## config.mk

```make
export PLATFORM = sky130hd
export DESIGN_NAME = stage_pipe_skid_flat
export DESIGN_NICKNAME = d
export VERILOG_FILES = /design/src/rtl/stage_pipe_skid_if.sv /design/src/rtl/stage_pipe_skid.sv /design/src/flat_wrapper.sv
export SDC_FILE = /design/constraint.sdc
export NUM_CORES = 1
export LEC_CHECK = 0
export CORE_MARGIN = 2
export CORE_UTILIZATION = 36
export DETAILED_ROUTE_END_ITERATION = 10
export GPL_ROUTABILITY_DRIVEN = 0
export PLACE_DENSITY = 0.67
export SKIP_CTS_REPAIR_TIMING = 1
export SLEW_MARGIN = 20
export SYNTH_ARGS = -nofsm -noshare
export SYNTH_HDL_FRONTEND = slang
export SYNTH_SLANG_ARGS = --single-unit
```

## constraint.sdc

```tcl
create_clock -name clk -period 5.61 [get_ports clk]
set_input_delay 1.122 -clock clk [delete_from_list [all_inputs] [get_ports clk]]
set_output_delay 1.122 -clock clk [all_outputs]
set_load 0.1 [all_outputs]
```

## src/rtl/stage_pipe_skid_if.sv

```systemverilog
// Handshake bundle between two CPU stages: upstream entry (in_*) and downstream entry (out_*).
// The stage itself uses the slave modport; the driving side (stimulus/neighbour stages) uses master.
interface stage_pipe_skid_if #(
    parameter int DATA_W = 223,
    parameter int PC_W   = 32,
    parameter int EXC_W  = 32
);
    logic              in_valid;
    logic              in_ready;
    logic [DATA_W-1:0] in_data;
    logic [PC_W-1:0]   in_pc;
    logic [EXC_W-1:0]  in_exc;
    logic              out_valid;
    logic              out_ready;
    logic [DATA_W-1:0] out_data;
    logic [PC_W-1:0]   out_pc;
    logic [EXC_W-1:0]  out_exc;
    logic [1:0]        occupancy;

    modport master (
        output in_valid, in_data, in_pc, in_exc, out_ready,
        input  in_ready, out_valid, out_data, out_pc, out_exc, occupancy
    );

    modport slave (
        input  in_valid, in_data, in_pc, in_exc, out_ready,
        output in_ready, out_valid, out_data, out_pc, out_exc, occupancy
    );
endinterface

```

## src/rtl/stage_pipe_skid.sv

```systemverilog
// Pipeline stage register with valid/ready handshake and a 2-entry skid buffer (main slot M, skid slot S).
// Optional macro STAGE_PIPE_BUBBLE_ZERO_EN clears payload of slots that become invalid.
//
// state | meaning
// EMPTY | no entry held, in_ready=1
// ONE   | M holds the head entry, S free, in_ready=1
// TWO   | M and S both hold entries, in_ready=0
module stage_pipe_skid #(
    parameter int          DATA_W  = 223,
    parameter int          PC_W    = 32,
    parameter int          EXC_W   = 32,
    parameter int unsigned EXC_NON = 0
) (
    input  logic                 clk,
    input  logic                 resetn,
    input  logic                 flush,
    stage_pipe_skid_if.slave     bus
);
    localparam logic [EXC_W-1:0] EXC_NONE = EXC_W'(EXC_NON);

    // Encoding keeps mv in bit 0 and sv in bit 1, so (0,1) has no state.
    typedef enum logic [1:0] {
        EMPTY = 2'b00,
        ONE   = 2'b01,
        TWO   = 2'b11
    } state_t;

    state_t state, state_nxt;

    logic              mv, sv, push, pop;
    logic              load_m_in, load_s_in, move_s;
    logic [DATA_W-1:0] m_data, s_data;
    logic [PC_W-1:0]   m_pc, s_pc;
    logic [EXC_W-1:0]  m_exc, s_exc;
`ifdef STAGE_PIPE_BUBBLE_ZERO_EN
    logic              clr_m, clr_s;
`endif

    assign mv   = state[0];
    assign sv   = state[1];
    assign push = bus.in_valid & ~sv;
    assign pop  = mv & bus.out_ready;

    always_ff @(posedge clk or negedge resetn) begin
        if (!resetn) state <= EMPTY;
        else         state <= state_nxt;
    end

    always_comb begin
        state_nxt = state;
        load_m_in = 1'b0;
        load_s_in = 1'b0;
        move_s    = 1'b0;
`ifdef STAGE_PIPE_BUBBLE_ZERO_EN
        clr_m     = 1'b0;
        clr_s     = 1'b0;
`endif
        if (flush) begin
            state_nxt = EMPTY;
`ifdef STAGE_PIPE_BUBBLE_ZERO_EN
            clr_m     = 1'b1;
            clr_s     = 1'b1;
`endif
        end else begin
            unique case (state)
                EMPTY: begin
                    if (push) begin
                        load_m_in = 1'b1;
                        state_nxt = ONE;
                    end
                end
                ONE: begin
                    if (push && pop) begin
                        load_m_in = 1'b1;
                    end else if (push) begin
                        load_s_in = 1'b1;
                        state_nxt = TWO;
                    end else if (pop) begin
                        state_nxt = EMPTY;
`ifdef STAGE_PIPE_BUBBLE_ZERO_EN
                        clr_m     = 1'b1;
`endif
                    end
                end
                TWO: begin
                    if (pop) begin
                        move_s    = 1'b1;
                        state_nxt = ONE;
`ifdef STAGE_PIPE_BUBBLE_ZERO_EN
                        clr_s     = 1'b1;
`endif
                    end
                end
                default: state_nxt = EMPTY;
            endcase
        end
    end

    always_ff @(posedge clk or negedge resetn) begin
        if (!resetn) begin
            m_data <= '0;
            m_pc   <= '0;
            m_exc  <= EXC_NONE;
            s_data <= '0;
            s_pc   <= '0;
            s_exc  <= EXC_NONE;
        end else begin
            if (load_m_in) begin
                m_data <= bus.in_data;
                m_pc   <= bus.in_pc;
                m_exc  <= bus.in_exc;
            end else if (move_s) begin
                m_data <= s_data;
                m_pc   <= s_pc;
                m_exc  <= s_exc;
`ifdef STAGE_PIPE_BUBBLE_ZERO_EN
            end else if (clr_m) begin
                m_data <= '0;
                m_pc   <= '0;
                m_exc  <= EXC_NONE;
`endif
            end
            if (load_s_in) begin
                s_data <= bus.in_data;
                s_pc   <= bus.in_pc;
                s_exc  <= bus.in_exc;
`ifdef STAGE_PIPE_BUBBLE_ZERO_EN
            end else if (clr_s) begin
                s_data <= '0;
                s_pc   <= '0;
                s_exc  <= EXC_NONE;
`endif
            end
        end
    end

    // All outputs derive from flops only; no combinational path from out_ready to in_ready.
    assign bus.in_ready  = ~sv;
    assign bus.out_valid = mv;
    assign bus.out_data  = m_data;
    assign bus.out_pc    = m_pc;
    assign bus.out_exc   = mv ? m_exc : EXC_NONE;
    assign bus.occupancy = {1'b0, mv} + {1'b0, sv};
endmodule

```

## src/flat_wrapper.sv

```systemverilog
// flat-port wrapper written by rule: the top's interface ports become plain ports
module stage_pipe_skid_flat 
#(
    parameter int          DATA_W  = 223,
    parameter int          PC_W    = 32,
    parameter int          EXC_W   = 32,
    parameter int unsigned EXC_NON = 0
)
  (clk, resetn, flush, bus_in_valid, bus_in_data, bus_in_pc, bus_in_exc, bus_out_ready, bus_in_ready, bus_out_valid, bus_out_data, bus_out_pc, bus_out_exc, bus_occupancy);
  stage_pipe_skid_if #(.DATA_W(DATA_W), .PC_W(PC_W), .EXC_W(EXC_W)) bus_i ();
  input  logic clk;
  input  logic resetn;
  input  logic flush;
  input wire logic [$bits(bus_i.in_valid)-1:0] bus_in_valid;
  input wire logic [$bits(bus_i.in_data)-1:0] bus_in_data;
  input wire logic [$bits(bus_i.in_pc)-1:0] bus_in_pc;
  input wire logic [$bits(bus_i.in_exc)-1:0] bus_in_exc;
  input wire logic [$bits(bus_i.out_ready)-1:0] bus_out_ready;
  output wire logic [$bits(bus_i.in_ready)-1:0] bus_in_ready;
  output wire logic [$bits(bus_i.out_valid)-1:0] bus_out_valid;
  output wire logic [$bits(bus_i.out_data)-1:0] bus_out_data;
  output wire logic [$bits(bus_i.out_pc)-1:0] bus_out_pc;
  output wire logic [$bits(bus_i.out_exc)-1:0] bus_out_exc;
  output wire logic [$bits(bus_i.occupancy)-1:0] bus_occupancy;
  assign bus_i.in_valid = bus_in_valid;
  assign bus_i.in_data = bus_in_data;
  assign bus_i.in_pc = bus_in_pc;
  assign bus_i.in_exc = bus_in_exc;
  assign bus_i.out_ready = bus_out_ready;
  assign bus_in_ready = bus_i.in_ready;
  assign bus_out_valid = bus_i.out_valid;
  assign bus_out_data = bus_i.out_data;
  assign bus_out_pc = bus_i.out_pc;
  assign bus_out_exc = bus_i.out_exc;
  assign bus_occupancy = bus_i.occupancy;
  stage_pipe_skid #(.DATA_W(DATA_W), .PC_W(PC_W), .EXC_W(EXC_W), .EXC_NON(EXC_NON)) u_core (.clk(clk), .resetn(resetn), .flush(flush), .bus(bus_i));
endmodule
```

==> impl_metrics.py <==
metrics = {
    "synthesis": {
        "synth_seq_cells": 576,
        "synthArstFlopShare_pct": 100,
        "yosys-top-cells-area": "dfrtp_1 60%, mux2_2 10%, nand2_1 9.0%, a31oi_1 7.5%, nor2_1 4.5%",
        "netlist_instances": 2231,
        "yosysUniqueCellTypes": 27,
        "yosysSeqAreaShare_pct": 59.9,
        "yosys_warnings": 0,
        "syn_nets": 2527,
        "synth_top_area_share_pct": 59.9,
        "syn_avg_cell_area_um2": 10.8,
        "netlist_area_mm2": 0.0241,
        "synth_area_leader_cell": "dfrtp_1",
        "synth_edf_count": 0,
        "synth_flop_cell": "dfrtp_1",
    },
    "drt": {
        "routed_wl_um": 69400,
        "via_count": 18800,
        "drcViolationCount": 0,
        "dr.pass1.iters": 7,
        "vias_per_cell": 5.13,
        "antenna_left": 0,
        "wl_per_cell_um": 18.9,
        "first_iter_violations": 1371,
    },
    "timing": {
        "rsz0062_at_grt": "false",
        "fin_tns_setup_ns": 0,
        "finalSetupViolCount": 0,
        "min_period_ns": 4.18,
        "worst-slew-pin-transition_ns": 1.13,
        "finalHoldViolations": 0,
        "fmax_ghz": 0.239,
        "skew_ns": 0.0234,
        "timing.final.crit_share_pct": 74.6,
        "drv_slew": 0,
        "slew_headroom_pct": 24.3,
    },
    "global_route": {
        "grt_use_total_pct": 19.6,
        "grt_overflow_total": 0,
        "grt_pass1_vias": 19100,
        "grt_max_degree": 179,
        "antenna_found_initial": 17,
        "grt_first_pass_wirelength_um": 109000,
    },
    "cts": {
        "cts_tree": "yes",
        "cts_sinks": 576,
        "cts_root_buf": "clkbuf_16",
        "clk_pin_slew_ns": 0.06,
        "htreeDepth": 2,
        "cts_buffers": 61,
        "insertion_delay_ns": 0.62,
        "clockBufferDepth": 3,
    },
    "critical_path": {
        "endpoint_kind": "output pin",
        "critical_path_class": "reg -> out",
        "critPathLaunchType": "flip-flop",
        "worst-r2r-setup-slack_ns": 2.56,
        "timing.critical_path.arrival_ns": 3.06,
        "crit_fanout": 29,
        "reg2reg_to": "u_core.bus.out_data[60]",
        "r2r_cells": 7,
        "cp.required_ns": 4.49,
        "r2r_start": "u_core.state[0]",
    },
    "floorplan": {
        "rows": 94,
        "die_x_um": 263,
        "core_area_mm2": 0.0660,
        "die-area_mm2": 0.0689,
        "pin_count": 583,
        "die_y_um": 263,
        "initial_core_util_pct": 36.5,
    },
    "placed_design": {
        "dp.cells": 3544,
        "portBuffers": 582,
        "dpl.hpwl_um": 45800,
    },
    "layout": {
        "layout_commonest_cell": "clkdlybuf4s50_1",
        "fillers": 5784,
        "stdcell_count": 3670,
        "final_util_pct": 49.2,
        "drive_gt1_share_pct": 12.2,
        "final_cell_mix": "581 x clkdlybuf4s50_1, 576 x dfrtp_1, 575 x nand2_1",
        "area_growth_pct": 35.0,
        "final_nets": 3039,
    },
    "run": {
        "maxCapViolCount": 0,
    },
    "hold_path": {
        "hp-class": "reg -> reg",
        "min_from": "u_core.s_data[95]",
        "min_path_cells": 1,
        "min_to": "u_core.s_data[95]",
    },
    "run_status": {
        "status": "complete, no violations",
    },
}
==> cell families after synthesis <==
group                      Yosys count  share of synthesized area [%]
AOI/OAI and AO/OA                  295                           7.69
xor gates and xnor gates             1                         0.0364
adders and majority gates            4                          0.208
buffers and inverters              164                           4.19
DFF                                576                           59.9
muxes                              287                           13.4
and+or+nand+nor                    904                           14.5
==> metal layers <==
metal | up-vias | wire length, um | global-route usage (%)
met4 | 8 | 2730 | 8.36
met5 | - | 57 | 0
met2 | 593 | 34400 | 33.1
met3 | 148 | 4630 | 5.15
li1 | 8572 | - | -
met1 | 9524 | 27500 | 23.7
==> how the worst max path moves through the flow <==
| stage | cells past startpoint | startpoint | end | slack [ns] |
|---|---|---|---|---|
| final | 3 | u_core.state[0] | bus_out_exc[27] | 1.43 |
| after detailed placement | 6 | flush | u_core.s_data[100] | 1.82 |
| after global placement | 6 | flush | u_core.s_data[100] | 1.81 |
| after floorplan | 3 | u_core.state[0] | bus_out_exc[10] | 2.29 |
| after global routing | 3 | u_core.state[0] | bus_out_exc[6] | 1.31 |
| after CTS | 3 | u_core.state[0] | bus_out_exc[6] | 1.38 |
==> metrics by stage <==
stage / cell area (um2) / worst slack (ns) / hold WS, ns
2_1_floorplan: 24100 / 2.29 / 0.464
3_3_place_gp: 30400 / 1.81 / 0.473
3_5_place_dp: 30400 / 1.82 / 0.481
4_1_cts: 32400 / 1.38 / 0.494
5_1_grt: 32500 / 1.31 / 0.503
6_report: 32500 / 1.43 / 0.490
==> critical path, stage by stage (launching register included) <==
cell and delay [ns]:
dfrtp_1 0.62, buf_4 0.40, and2_1 0.25, clkdlybuf4s50_1 1.16
==> cell usage after synthesis, types with 2 or more instances <==
| master | count |
|---|---|
| a31oi_1 | 288 |
| and2_1 | 32 |
| buf_2 | 83 |
| buf_4 | 7 |
| buf_6 | 35 |
| clkbuf_1 | 37 |
| dfrtp_1 | 576 |
| ha_1 | 4 |
| inv_1 | 2 |
| mux2_1 | 74 |
| mux2_2 | 213 |
| nand2_1 | 575 |
| nand2b_1 | 3 |
| nor2_1 | 288 |
| nor2b_1 | 2 |
==> sequential cells by signal, summed over array words and instances (netlist names) <==
register and count:
u_core.s_data 223, u_core.bus.out_data 223, u_core.m_exc 32, u_core.bus.out_pc 32, u_core.s_pc 32, u_core.s_exc 32
u_core.state 2
==> final cells by class <==
type                       instances  area [um2]  area share, %
sequential                       576       14400           44.4
tap                              864        1080           3.33
timing repair buffer             611        6250           19.2
inverter                           2        7.51         0.0231
multi-input combinational       1491        8680           26.7
clock buffer                      98        1890           5.81
clock inverter                    14         126          0.389
antenna                           14        35.0          0.108
Power is not shown: default switching activity piles up to over one toggle a cycle in this logic, so the estimate is an artifact.
